`src/rtl/vga_scan_if.sv`:
```
// ============================================================
// Interface : vga_scan_if
// Brief     : Scan coordinates, returned colour and pin-level VGA outputs.
// Rev       : 1.0 - initial release
// ============================================================
`default_nettype none

interface vga_scan_if;
  logic [15:0] icolor;
  logic [9:0]  cx;
  logic [8:0]  cy;
  logic [3:0]  r;
  logic [3:0]  g;
  logic [3:0]  b;
  logic        hs;
  logic        vs;
  logic        video_on;
  logic        frame_start;

  modport master (
    input  icolor,
    output cx, cy, r, g, b, hs, vs, video_on, frame_start
  );

  modport slave (
    output icolor,
    input  cx, cy, r, g, b, hs, vs, video_on, frame_start
  );
endinterface

`default_nettype wire

```
`src/rtl/vga_scan.sv`:
```
// ============================================================
// Module : vga_scan
// Brief  : VGA raster counters, sync decode and aligned RGB/sync output stage.
// Rev    : 1.0 - initial release
// ============================================================
`default_nettype none

module vga_scan #(
  parameter int CLK_DIV = 4,
  parameter int H_VIS   = 640,
  parameter int H_FP    = 16,
  parameter int H_SYNC  = 96,
  parameter int H_BP    = 48,
  parameter int V_VIS   = 480,
  parameter int V_FP    = 10,
  parameter int V_SYNC  = 2,
  parameter int V_BP    = 33
) (
  input  wire logic   clk,
  input  wire logic   rstn,
  vga_scan_if.master  bus
);

  localparam int              c_DIV_W     = (CLK_DIV > 1) ? $clog2(CLK_DIV) : 1;
  localparam logic [c_DIV_W-1:0] c_div_last = c_DIV_W'(CLK_DIV - 1);
  localparam logic [9:0] c_h_vis      = 10'(H_VIS);
  localparam logic [9:0] c_h_last     = 10'(H_VIS + H_FP + H_SYNC + H_BP - 1);
  localparam logic [9:0] c_hs_start   = 10'(H_VIS + H_FP);
  localparam logic [9:0] c_hs_end     = 10'(H_VIS + H_FP + H_SYNC - 1);
  localparam logic [9:0] c_v_vis      = 10'(V_VIS);
  localparam logic [9:0] c_v_last     = 10'(V_VIS + V_FP + V_SYNC + V_BP - 1);
  localparam logic [9:0] c_vs_start   = 10'(V_VIS + V_FP);
  localparam logic [9:0] c_vs_end     = 10'(V_VIS + V_FP + V_SYNC - 1);

  logic [c_DIV_W-1:0] r_div;
  logic [9:0]         r_hcnt;
  logic [9:0]         r_vcnt;
  logic [3:0]         r_r;
  logic [3:0]         r_g;
  logic [3:0]         r_b;
  logic               r_hs;
  logic               r_vs;
  logic               r_video_on;

  logic w_pix_en;
  logic w_h_end;
  logic w_v_end;
  logic w_vis;
  logic w_hs_raw;
  logic w_vs_raw;
  logic w_unused;

  assign w_pix_en = (r_div == c_div_last);
  assign w_h_end  = (r_hcnt == c_h_last);
  assign w_v_end  = (r_vcnt == c_v_last);
  assign w_vis    = (r_hcnt < c_h_vis) && (r_vcnt < c_v_vis);
  assign w_hs_raw = !((r_hcnt >= c_hs_start) && (r_hcnt <= c_hs_end));
  assign w_vs_raw = !((r_vcnt >= c_vs_start) && (r_vcnt <= c_vs_end));
  assign w_unused = ^bus.icolor[15:12];

  always_ff @(posedge clk or negedge rstn) begin
    if (!rstn) begin
      r_div  <= '0;
      r_hcnt <= '0;
      r_vcnt <= '0;
    end else begin
      r_div <= w_pix_en ? '0 : r_div + 1'b1;
      if (w_pix_en) begin
        r_hcnt <= w_h_end ? 10'd0 : r_hcnt + 10'd1;
        if (w_h_end) begin
          r_vcnt <= w_v_end ? 10'd0 : r_vcnt + 10'd1;
        end
      end
    end
  end

  // Colour, blanking and syncs share one register stage so they reach the pins together.
  always_ff @(posedge clk or negedge rstn) begin
    if (!rstn) begin
      r_r        <= 4'd0;
      r_g        <= 4'd0;
      r_b        <= 4'd0;
      r_hs       <= 1'b1;
      r_vs       <= 1'b1;
      r_video_on <= 1'b0;
    end else if (w_pix_en) begin
      r_r        <= w_vis ? bus.icolor[11:8] : 4'd0;
      r_g        <= w_vis ? bus.icolor[7:4]  : 4'd0;
      r_b        <= w_vis ? bus.icolor[3:0]  : 4'd0;
      r_hs       <= w_hs_raw;
      r_vs       <= w_vs_raw;
      r_video_on <= w_vis;
    end
  end

  assign bus.cx          = w_vis ? r_hcnt : 10'd0;
  assign bus.cy          = w_vis ? r_vcnt[8:0] : 9'd0;
  assign bus.r           = r_r;
  assign bus.g           = r_g;
  assign bus.b           = r_b;
  assign bus.hs          = r_hs;
  assign bus.vs          = r_vs;
  assign bus.video_on    = r_video_on;
  // High in the last clock of the frame; the counters land on (0,0) at its closing edge.
  assign bus.frame_start = w_pix_en && w_h_end && w_v_end;

endmodule

`default_nettype wire

```
`src/flat_wrapper.sv`:
```
// flat-port wrapper written by rule: the top's interface ports become plain ports
module vga_scan_flat 
#(
  parameter int CLK_DIV = 4,
  parameter int H_VIS   = 640,
  parameter int H_FP    = 16,
  parameter int H_SYNC  = 96,
  parameter int H_BP    = 48,
  parameter int V_VIS   = 480,
  parameter int V_FP    = 10,
  parameter int V_SYNC  = 2,
  parameter int V_BP    = 33
)
  (clk, rstn, bus_icolor, bus_cx, bus_cy, bus_r, bus_g, bus_b, bus_hs, bus_vs, bus_video_on, bus_frame_start);
  vga_scan_if bus_i ();
  input  wire logic clk;
  input  wire logic rstn;
  input wire logic [$bits(bus_i.icolor)-1:0] bus_icolor;
  output wire logic [$bits(bus_i.cx)-1:0] bus_cx;
  output wire logic [$bits(bus_i.cy)-1:0] bus_cy;
  output wire logic [$bits(bus_i.r)-1:0] bus_r;
  output wire logic [$bits(bus_i.g)-1:0] bus_g;
  output wire logic [$bits(bus_i.b)-1:0] bus_b;
  output wire logic [$bits(bus_i.hs)-1:0] bus_hs;
  output wire logic [$bits(bus_i.vs)-1:0] bus_vs;
  output wire logic [$bits(bus_i.video_on)-1:0] bus_video_on;
  output wire logic [$bits(bus_i.frame_start)-1:0] bus_frame_start;
  assign bus_i.icolor = bus_icolor;
  assign bus_cx = bus_i.cx;
  assign bus_cy = bus_i.cy;
  assign bus_r = bus_i.r;
  assign bus_g = bus_i.g;
  assign bus_b = bus_i.b;
  assign bus_hs = bus_i.hs;
  assign bus_vs = bus_i.vs;
  assign bus_video_on = bus_i.video_on;
  assign bus_frame_start = bus_i.frame_start;
  vga_scan #(.CLK_DIV(CLK_DIV), .H_VIS(H_VIS), .H_FP(H_FP), .H_SYNC(H_SYNC), .H_BP(H_BP), .V_VIS(V_VIS), .V_FP(V_FP), .V_SYNC(V_SYNC), .V_BP(V_BP)) u_core (.clk(clk), .rstn(rstn), .bus(bus_i));
endmodule
```
`config.mk`:
```
export PLATFORM = sky130hd
export DESIGN_NAME = vga_scan_flat
export DESIGN_NICKNAME = d
export VERILOG_FILES = /design/src/rtl/vga_scan_if.sv /design/src/rtl/vga_scan.sv /design/src/flat_wrapper.sv
export SDC_FILE = /design/constraint.sdc
export NUM_CORES = 1
export LEC_CHECK = 0
export ABC_AREA = 1
export CORE_ASPECT_RATIO = 0.75
export CORE_MARGIN = 10
export CORE_UTILIZATION = 52
export DETAILED_ROUTE_END_ITERATION = 8
export GPL_TIMING_DRIVEN = 0
export PLACE_DENSITY = 0.9
export SETUP_SLACK_MARGIN = 0.2
export SYNTH_ARGS = -nofsm -noshare
export SYNTH_HDL_FRONTEND = slang
export SYNTH_SLANG_ARGS = --single-unit
```
`constraint.sdc`:
```
create_clock -name clk -period 2 [get_ports clk]
set_input_delay 0.4 -clock clk [delete_from_list [all_inputs] [get_ports clk]]
set_output_delay 0.4 -clock clk [all_outputs]
set_load 0.01 [all_outputs]
```
## Word-level counts from Yosys, hierarchy flattened

Cells that the tools add are included.

| storage, ports and cells | value |
|---|---|
| output and inout bits | 35 |
| word-level logic and storage cells | 37 |
| bits in writable memories | 0 |
| latch bits | 0 |
| bits in read-only memories | 0 |
| memories | 0 |
| flip-flop bits (word level) | 37 |

| cells by class | value |
|---|---|
| order comparisons | 6 |
| shift operators | 0 |
| equality and inequality tests | 3 |
| muxes and demuxes | 8 |
| bitwise logic cells | 0 |
| $add $sub $neg | 3 |
| $mul | 0 |
| reduce and logical (&&, ||, !) cells | 8 |
| div/mod/pow operators | 0 |

Operators with widths:

| kind | number |
|---|---|
| $mux 10 | 3 |
| $add 10x1->10 const B | 2 |
| $eq 10x10->1 const B | 2 |
| $mux 4 | 3 |
| $ge 10x10->1 const B | 1 |
| $ge 10x9->1 const B | 1 |
| $le 10x10->1 const B | 1 |
| $le 10x9->1 const B | 1 |
| $lt 10x10->1 const B | 1 |
| $lt 10x9->1 const B | 1 |
| $mux 9 | 1 |
| $logic_and 1x1->1 | 5 |
| $add 2x1->2 const B | 1 |
| $eq 2x2->1 const B | 1 |
| $logic_not 1->1 | 2 |
| $mux 2 | 1 |
| $reduce_and 2->1 | 1 |

## Logic depth before layout (Yosys ltp)

Gate-level depths: netlist (run 1).

| logic depth | value |
|---|---|
| depth in word-level cells | 3 |
| gate-level depth with buffers | 8 |
| mapped depth without buffers | 7 |

## Least setup slack after synthesis (run 1)

Ideal clock, no wire load.

| timing | value |
|---|---|
| kind | register -> output |
| from | reg u_core.r_hcnt[0] |
| to | out bus_frame_start |
| cell stages (with the launch flop) | 7 |
| path buffers | 1 |
| setup slack | 0.382 ns |
| data arrival time | 1.218 ns |
| path through | dfrtp_1 ha_1 nand2_1 nor2_4 nand4_2 buf_6 nor2_1 |

| on the way | value |
|---|---|
| word-level cells in the longest chain between the ends | 3 |

RTL lines:

| what | RTL line | source |
|---|---|---|
| from (decl) | vga_scan.sv:36 | `logic [9:0] r_hcnt;` |
| from (signal assigned) | vga_scan.sv:69 | `r_hcnt <= w_h_end ? 10'd0 : r_hcnt + 10'd1;` |
| $eq 10x10->1 | vga_scan.sv:54 | `assign w_h_end = (r_hcnt == c_h_last);` |
| $logic_and 1x1->1 (2 in series) | vga_scan.sv:105 | `assign bus.frame_start = w_pix_en && w_h_end && w_v_end;` |
| to (decl) | flat_wrapper.sv:27 | `output wire logic [$bits(bus_i.frame_start)-1:0] bus_frame_start;` |

No other way between the ends.

## Worst setup path in the final report (run 1)

| timing | value |
|---|---|
| from | reg u_core.r_hcnt[9] |
| to | out bus_cx[2] |

| on the way | value |
|---|---|
| word-level cells in the longest chain between the ends | 3 |

RTL lines:

| what | RTL line | source |
|---|---|---|
| $lt 10x10->1 | vga_scan.sv:56 | `assign w_vis = (r_hcnt < c_h_vis) && (r_vcnt < c_v_vis);` |
| $logic_and 1x1->1 | vga_scan.sv:56 |  |
| $mux 10 | vga_scan.sv:96 | `assign bus.cx = w_vis ? r_hcnt : 10'd0;` |
| to (decl) | flat_wrapper.sv:19 | `output wire logic [$bits(bus_i.cx)-1:0] bus_cx;` |

No other way between the ends.

==> impl_metrics.ini, run 1 <==
[worst_hold_path]
hp-class = in2async

[floorplanning]
rows = 19
fp.dieW_um = 91.4
core_mm2 = 0.00368
start_util_pct = 54.0
dieArea_mm2 = 0.00673
die_y_um = 73.6
pin_count = 53

[timing]
finalSetupViolCount = 0
drv_slew = 0
fin_setup_tns_ns = 0
worst-slew-pin-transition_ns = 0.799
max_freq_ghz = 0.521
max-slew-margin-rel_pct = 46.7
rsz0062_at_grt = yes
hold_viol_final = 0
period_share_pct = 96.0
finalCriticalPeriod_ns = 1.92
finClkSkew_ns = 0.00792

[clock_tree]
clk_path_buf_depth = 2
cts_sinks = 37
clock_latency_ns = 0.29
cts_max_level = 2
path_clk_slew_ns = 0.07
tritoncts = yes
numCtsBuffers = 5
cts-root-buf = clkbuf_8

[power]
switching_share_pct = 21.7
p_clk_share_pct = 40.6
seqPwrFrac_pct = 53.7
irDropWorstVdd_uv = 547
power_density_mw_per_mm2 = 491
p_int_uw = 1120
total_power_uw = 1430
p_switching_uw = 310
leakage_uw = 0.00141
combPwrFrac_pct = 5.7

[route]
drc = 0
totalWireLength_mm = 6.10
firstDrtPassIters = 5
dr_total_vias = 2043
first_iter_violations = 189
wire_per_inst_um = 15.7
ant_nets = 0
vias_per_cell = 5.27

[worst_setup_path]
worst-r2r-setup-slack_ns = 0.38
crit_fanout = 5
worstSetupPathType = reg2out
critPathArrivalTime_ns = 1.52
start_kind = flip-flop
end_kind = output pin
critical_path_required_ns = 1.60

[synth]
synth_nets = 282
synthCells = 259
avgSynthCellArea_um2 = 7.69
ys_ff_latch = 37
syn_area_mm2 = 0.00199
seq_area_frac_synth_pct = 46.6
ys_warn_count = 0
synth_cell_type_count = 28

[finish]
mostFrequentLayoutCells = 58 x nand2_1, 33 x dfrtp_1, 30 x nand3_1, 27 x clkdlybuf4s50_1, 24 x inv_1
diodes = 0
drive_above_1_share_pct = 31.0
layout.nets = 358
final_common_cell = nand2_1
syn2layout_area_growth_pct = 46.1

[grt]
grt_pass1_wl_mm = 9.49
grt_pass1_vias = 1956
antenna_found_initial = 0
grt_usage_pct = 17.4
grt.overflow.total = 0
grt_max_degree = 38

[placed_design]
port_buffers = 48
hpwlAfterDp_mm = 3.73
gp_congestion = 0.948

[job]
cap_violations = 0

[status]
outcome = complete, no violations
-- registers in the layout, indices dropped and copies added, names as in the netlist --
signal / count
u_core.r_div: 2
u_core.r_hcnt: 10
u_core.bus.video_on: 1
u_core.bus.r: 4
u_core.bus.vs: 1
u_core.bus.b: 4
u_core.bus.g: 4
u_core.bus.hs: 1
u_core.r_vcnt: 10
-- repair_timing --
action | in CTS | in global routing
setup buffers | 12 | 7
hold buffers | 0 | 0
cloned | 2 | 0
setup endpoints to repair | 20 | 20
pin swaps | 8 | 6
resized for setup | 108 | 34
-- critical path, stage by stage (launching register included) --
cell     delay [ns]
dfrtp_1        0.42
nand2_2        0.14
nand3_2        0.10
nor2_4         0.13
inv_4          0.07
buf_8          0.14
nor2_2         0.08
buf_2          0.14
-- kinds of logic (layout without fill, tap and decap cells) --
logic type                 count (synthesis)  after routing  synth area share (%)
DFF                                       37             37                  46.6
AOI/OAI and AO/OA                         20             20                  5.34
and+or+nand+nor                          151            151                  34.0
adders and majority gates                  5              5                  3.14
buffers and inverters                     40            117                  8.23
xor gates and xnor gates                   6              6                  2.64
-- routing by layer --
layer	GRT usage (%)	share of wire [%]	wire [um]	vias up
met2	28.2	46	2810	89
met4	6.76	1.6	95	0
met1	20.6	43	2630	975
li1	-	-	-	968
met3	6.61	9.3	567	11
met5	0	0	0	-
-- synthesized netlist by cell type (all sizes together) --
cell    count  share of area (%)
nand2      62                 12
nor2       42                9.1
dfrtp      35                 44
nand3      33                8.5
inv        31                5.8
o21ai      17                4.5
nor3        7                2.0
xor2        6                2.6
buf         5                1.6
ha          5                3.1
clkbuf      4               0.82
nand4       3                1.3
a31oi       2               0.63
dfstp       2                2.6
nand3b      2               0.75
a21oi       1               0.25
and3        1               0.38
or2         1               0.31
-- metrics by stage --
stage               hold slack [ns]  instance area [um2]  util [%]  setup slack [ns]  cells
finish                        0.192                 2910      78.9            0.0796    388
global route                  0.254                 2910      78.9          -0.00558    388
CTS                           0.223                 2720      73.9            0.0984    381
detailed placement            0.425                 2530      68.7            -0.212    359
global placement              0.417                 2540      68.8            -0.297    359
floorplan                     0.104                 1990         -             0.382    259
-- cell type report --
type                            instances  area (um2)
Clock inverter                          1        5.00
Multi-Input combinational cell        182        1040
Tap cell                               52        65.1
Timing Repair Buffer                   69         588
Inverter                               31         119
Buffer                                  9        63.8
Fill cell                             238         776
Clock buffer                            7        96.3
Sequential cell                        37         931
-- power by group through the flow --
stage	Clock, uW	Sequential, uW	Combinational, uW
global route	609	769	89.6
detailed placement	0	781	84.3
global placement	0	781	83.7
floorplan	0	787	9.64
finish	579	767	81.9
CTS	585	767	84.4
-- path summary, 6_finish.rpt --
kind	cells after the start	to	start
worst max-delay path	7	bus_cx[2]	u_core.r_hcnt[9]$_DFFE_PN0P_
worst min-delay path	1	u_core.r_hcnt[5]$_DFFE_PN0P_	rstn
worst max register to register	9	u_core.r_vcnt[1]$_DFFE_PN0P_	u_core.r_hcnt[0]$_DFFE_PN0P_
worst min register to register	1	u_core.r_div[0]$_DFF_PN0_	u_core.r_div[0]$_DFF_PN0_
max in group asynchronous	1	u_core.r_hcnt[7]$_DFFE_PN0P_	rstn
min in group clk	1	u_core.r_div[0]$_DFF_PN0_	u_core.r_div[0]$_DFF_PN0_
Power figures use the tool's default switching activity.
==> inputs of run 2 (changes only) <==
--- a/config.mk
+++ b/config.mk
@@ -16,3 +16,4 @@
 export SYNTH_ARGS = -nofsm -noshare
 export SYNTH_HDL_FRONTEND = slang
 export SYNTH_SLANG_ARGS = --single-unit
+export TNS_END_PERCENT = 50
==> run 2 against run 1 <==
Fmax down 0.33%; core utilization down 2.8 points; hold slack worse by 0.0045 ns; critical path depth unchanged; first-iteration DRC count down 15%; via count down 3.3%; combinational power about the same; flip-flop and latch count unchanged; clock skew about the same.
==> impl_metrics.ini, run 2 (synthesis gave the netlist of run 1 again) <==
[worst_setup_path]
start_kind = flip-flop
worstRegToRegCells = 8
regToRegEndpoint = u_core.r_hcnt[8]$_DFFE_PN0P_
critical_path_required_ns = 1.60
cp_slowest_cell = dfrtp_1
worstSetupPathType = reg2out
cpPeakStageDelay_ns = 0.43
end_kind = output pin
timing.rr.start = u_core.r_hcnt[0]$_DFFE_PN0P_
timing.critical_path.cells = nand2_2 > nand3_2 > nor2_4 > inv_4 > buf_12 > nor2_2 > buf_2
worst-r2r-setup-slack_ns = 0.39
crit_fanout = 10
critPathArrivalTime_ns = 1.53

[clock_tree]
path_clk_slew_ns = 0.08
tritoncts = yes
cts-root-buf = clkbuf_8
clk_path_buf_depth = 2
numCtsBuffers = 5
cts_sinks = 37
clock_latency_ns = 0.30
cts_max_level = 2

[floorplanning]
dieArea_mm2 = 0.00673
fp.dieW_um = 91.4
die_y_um = 73.6
rows = 19
pin_count = 53
start_util_pct = 54.0
core_mm2 = 0.00368

[timing]
finalSetupViolCount = 0
hold_viol_final = 0
rsz0062_at_grt = yes
max-slew-margin-rel_pct = 46.6
finalCriticalPeriod_ns = 1.93
max_freq_ghz = 0.519
drv_slew = 0
worst-slew-pin-transition_ns = 0.802
period_share_pct = 96.3
finClkSkew_ns = 0.00781
setup_slack_ns = 0.0733
fin_setup_tns_ns = 0

[finish]
mostFrequentLayoutCells = 58 x nand2_1, 32 x dfrtp_1, 30 x nand3_1, 27 x clkdlybuf4s50_1, 24 x inv_1
syn2layout_area_growth_pct = 41.0
layout.nets = 356
finish.utilization_pct = 76.2
drive_above_1_share_pct = 29.9
design_area_mm2 = 0.00281
top_regs = u_core.r_hcnt (10), u_core.r_vcnt (10)
diodes = 0
final_common_cell = nand2_1

[power]
combPwrFrac_pct = 5.7
leakage_uw = 0.00139
p_switching_uw = 316
switching_share_pct = 22.0
p_int_uw = 1120
seqPwrFrac_pct = 53.5
p_clk_share_pct = 40.8
power_density_mw_per_mm2 = 511
irDropWorstVdd_uv = 554

[worst_hold_path]
hp-class = in2async

[status]
outcome = complete, no violations

[route]
first_iter_violations = 160
wire_per_inst_um = 14.9
totalWireLength_mm = 5.73
ant_nets = 0
dr_total_vias = 1975
vias_per_cell = 5.12
drc = 0
firstDrtPassIters = 5

[placed_design]
gp_congestion = 0.948
hpwlAfterDp_mm = 3.73
placed_area_mm2 = 0.00253
port_buffers = 48
place_ws_ns = -0.212

[grt]
grt_pass1_vias = 1948
grt_max_degree = 38
grt_pass1_wl_mm = 9.29
grt_usage_pct = 16.9
grt.overflow.total = 0
antenna_found_initial = 0

[job]
cap_violations = 0
-- run 2: changes by cell type in the layout (fill, tap and decap cells not counted), sizes merged --
cell / previous run / this run
buf: 47 / 45
-- run 2: critical path, delay by kind of cell (launching register included) --
kind / cells / cell delay (ns)
flip-flops: 1 / 0.43
buffers and inverters: 3 / 0.35
AND/OR/NAND/NOR: 4 / 0.43
-- run 2: layout make-up --
| type | count | area [um2] |
|---|---|---|
| sequential | 37 | 932 |
| buffer | 9 | 68.8 |
| clock inverter | 1 | 5.00 |
| timing repair buffer | 67 | 528 |
| fill | 260 | 877 |
| multi-input combinational | 182 | 993 |
| tap | 52 | 65.1 |
| inverter | 31 | 119 |
| clock buffer | 7 | 96.3 |
-- run 2: power by group through the flow --
stage | sequential (uW) | clock (uW) | combinational (uW)
floorplan | 787 | 0 | 9.64
global placement | 781 | 0 | 83.7
detailed placement | 781 | 0 | 84.3
CTS | 767 | 585 | 84.4
global route | 769 | 611 | 89.9
finish | 767 | 585 | 81.9
-- run 2: timing repair --
action	in CTS	in global routing
setup buffers	11	7
resized for setup	105	19
setup endpoints to repair	20	20
gates cloned	1	0
pin swaps	7	6
hold buffers	0	0
-- run 2: per-stage QoR --
stage | hold WS [ns] | power, uW | cells
6_report | 0.188 | 1430 | 386
4_1_cts | 0.223 | 1440 | 379
5_1_grt | 0.262 | 1470 | 386
3_3_place_gp | 0.417 | 865 | 359
3_5_place_dp | 0.425 | 865 | 359
2_1_floorplan | 0.104 | 797 | 259
-- run 2: routing by layer --
| metal | track usage [%] | vias to the layer above | share of wire (%) |
|---|---|---|---|
| met1 | 20.0 | 909 | 44 |
| li1 | - | 973 | - |
| met4 | 5.89 | 0 | 1.3 |
| met3 | 6.41 | 10 | 8.6 |
| met5 | 0 | - | 0 |
| met2 | 27.6 | 83 | 46 |
-- run 2: worst max path at each step --
stage | start | slack, ns | cells past startpoint | to
floorplan | u_core.r_hcnt[0]$_DFFE_PN0P_ | 0.38 | 6 | bus_frame_start
detailed placement | u_core.r_hcnt[0]$_DFFE_PN0P_ | -0.21 | 7 | bus_frame_start
global placement | rstn | -0.30 | 1 | u_core.r_vcnt[8]$_DFFE_PN0P_
finish | u_core.r_hcnt[9]$_DFFE_PN0P_ | 0.07 | 7 | bus_cx[0]
CTS | u_core.r_hcnt[0]$_DFFE_PN0P_ | 0.1 | 7 | bus_frame_start
global route | u_core.r_hcnt[0]$_DFFE_PN0P_ | 0.008 | 7 | bus_frame_start
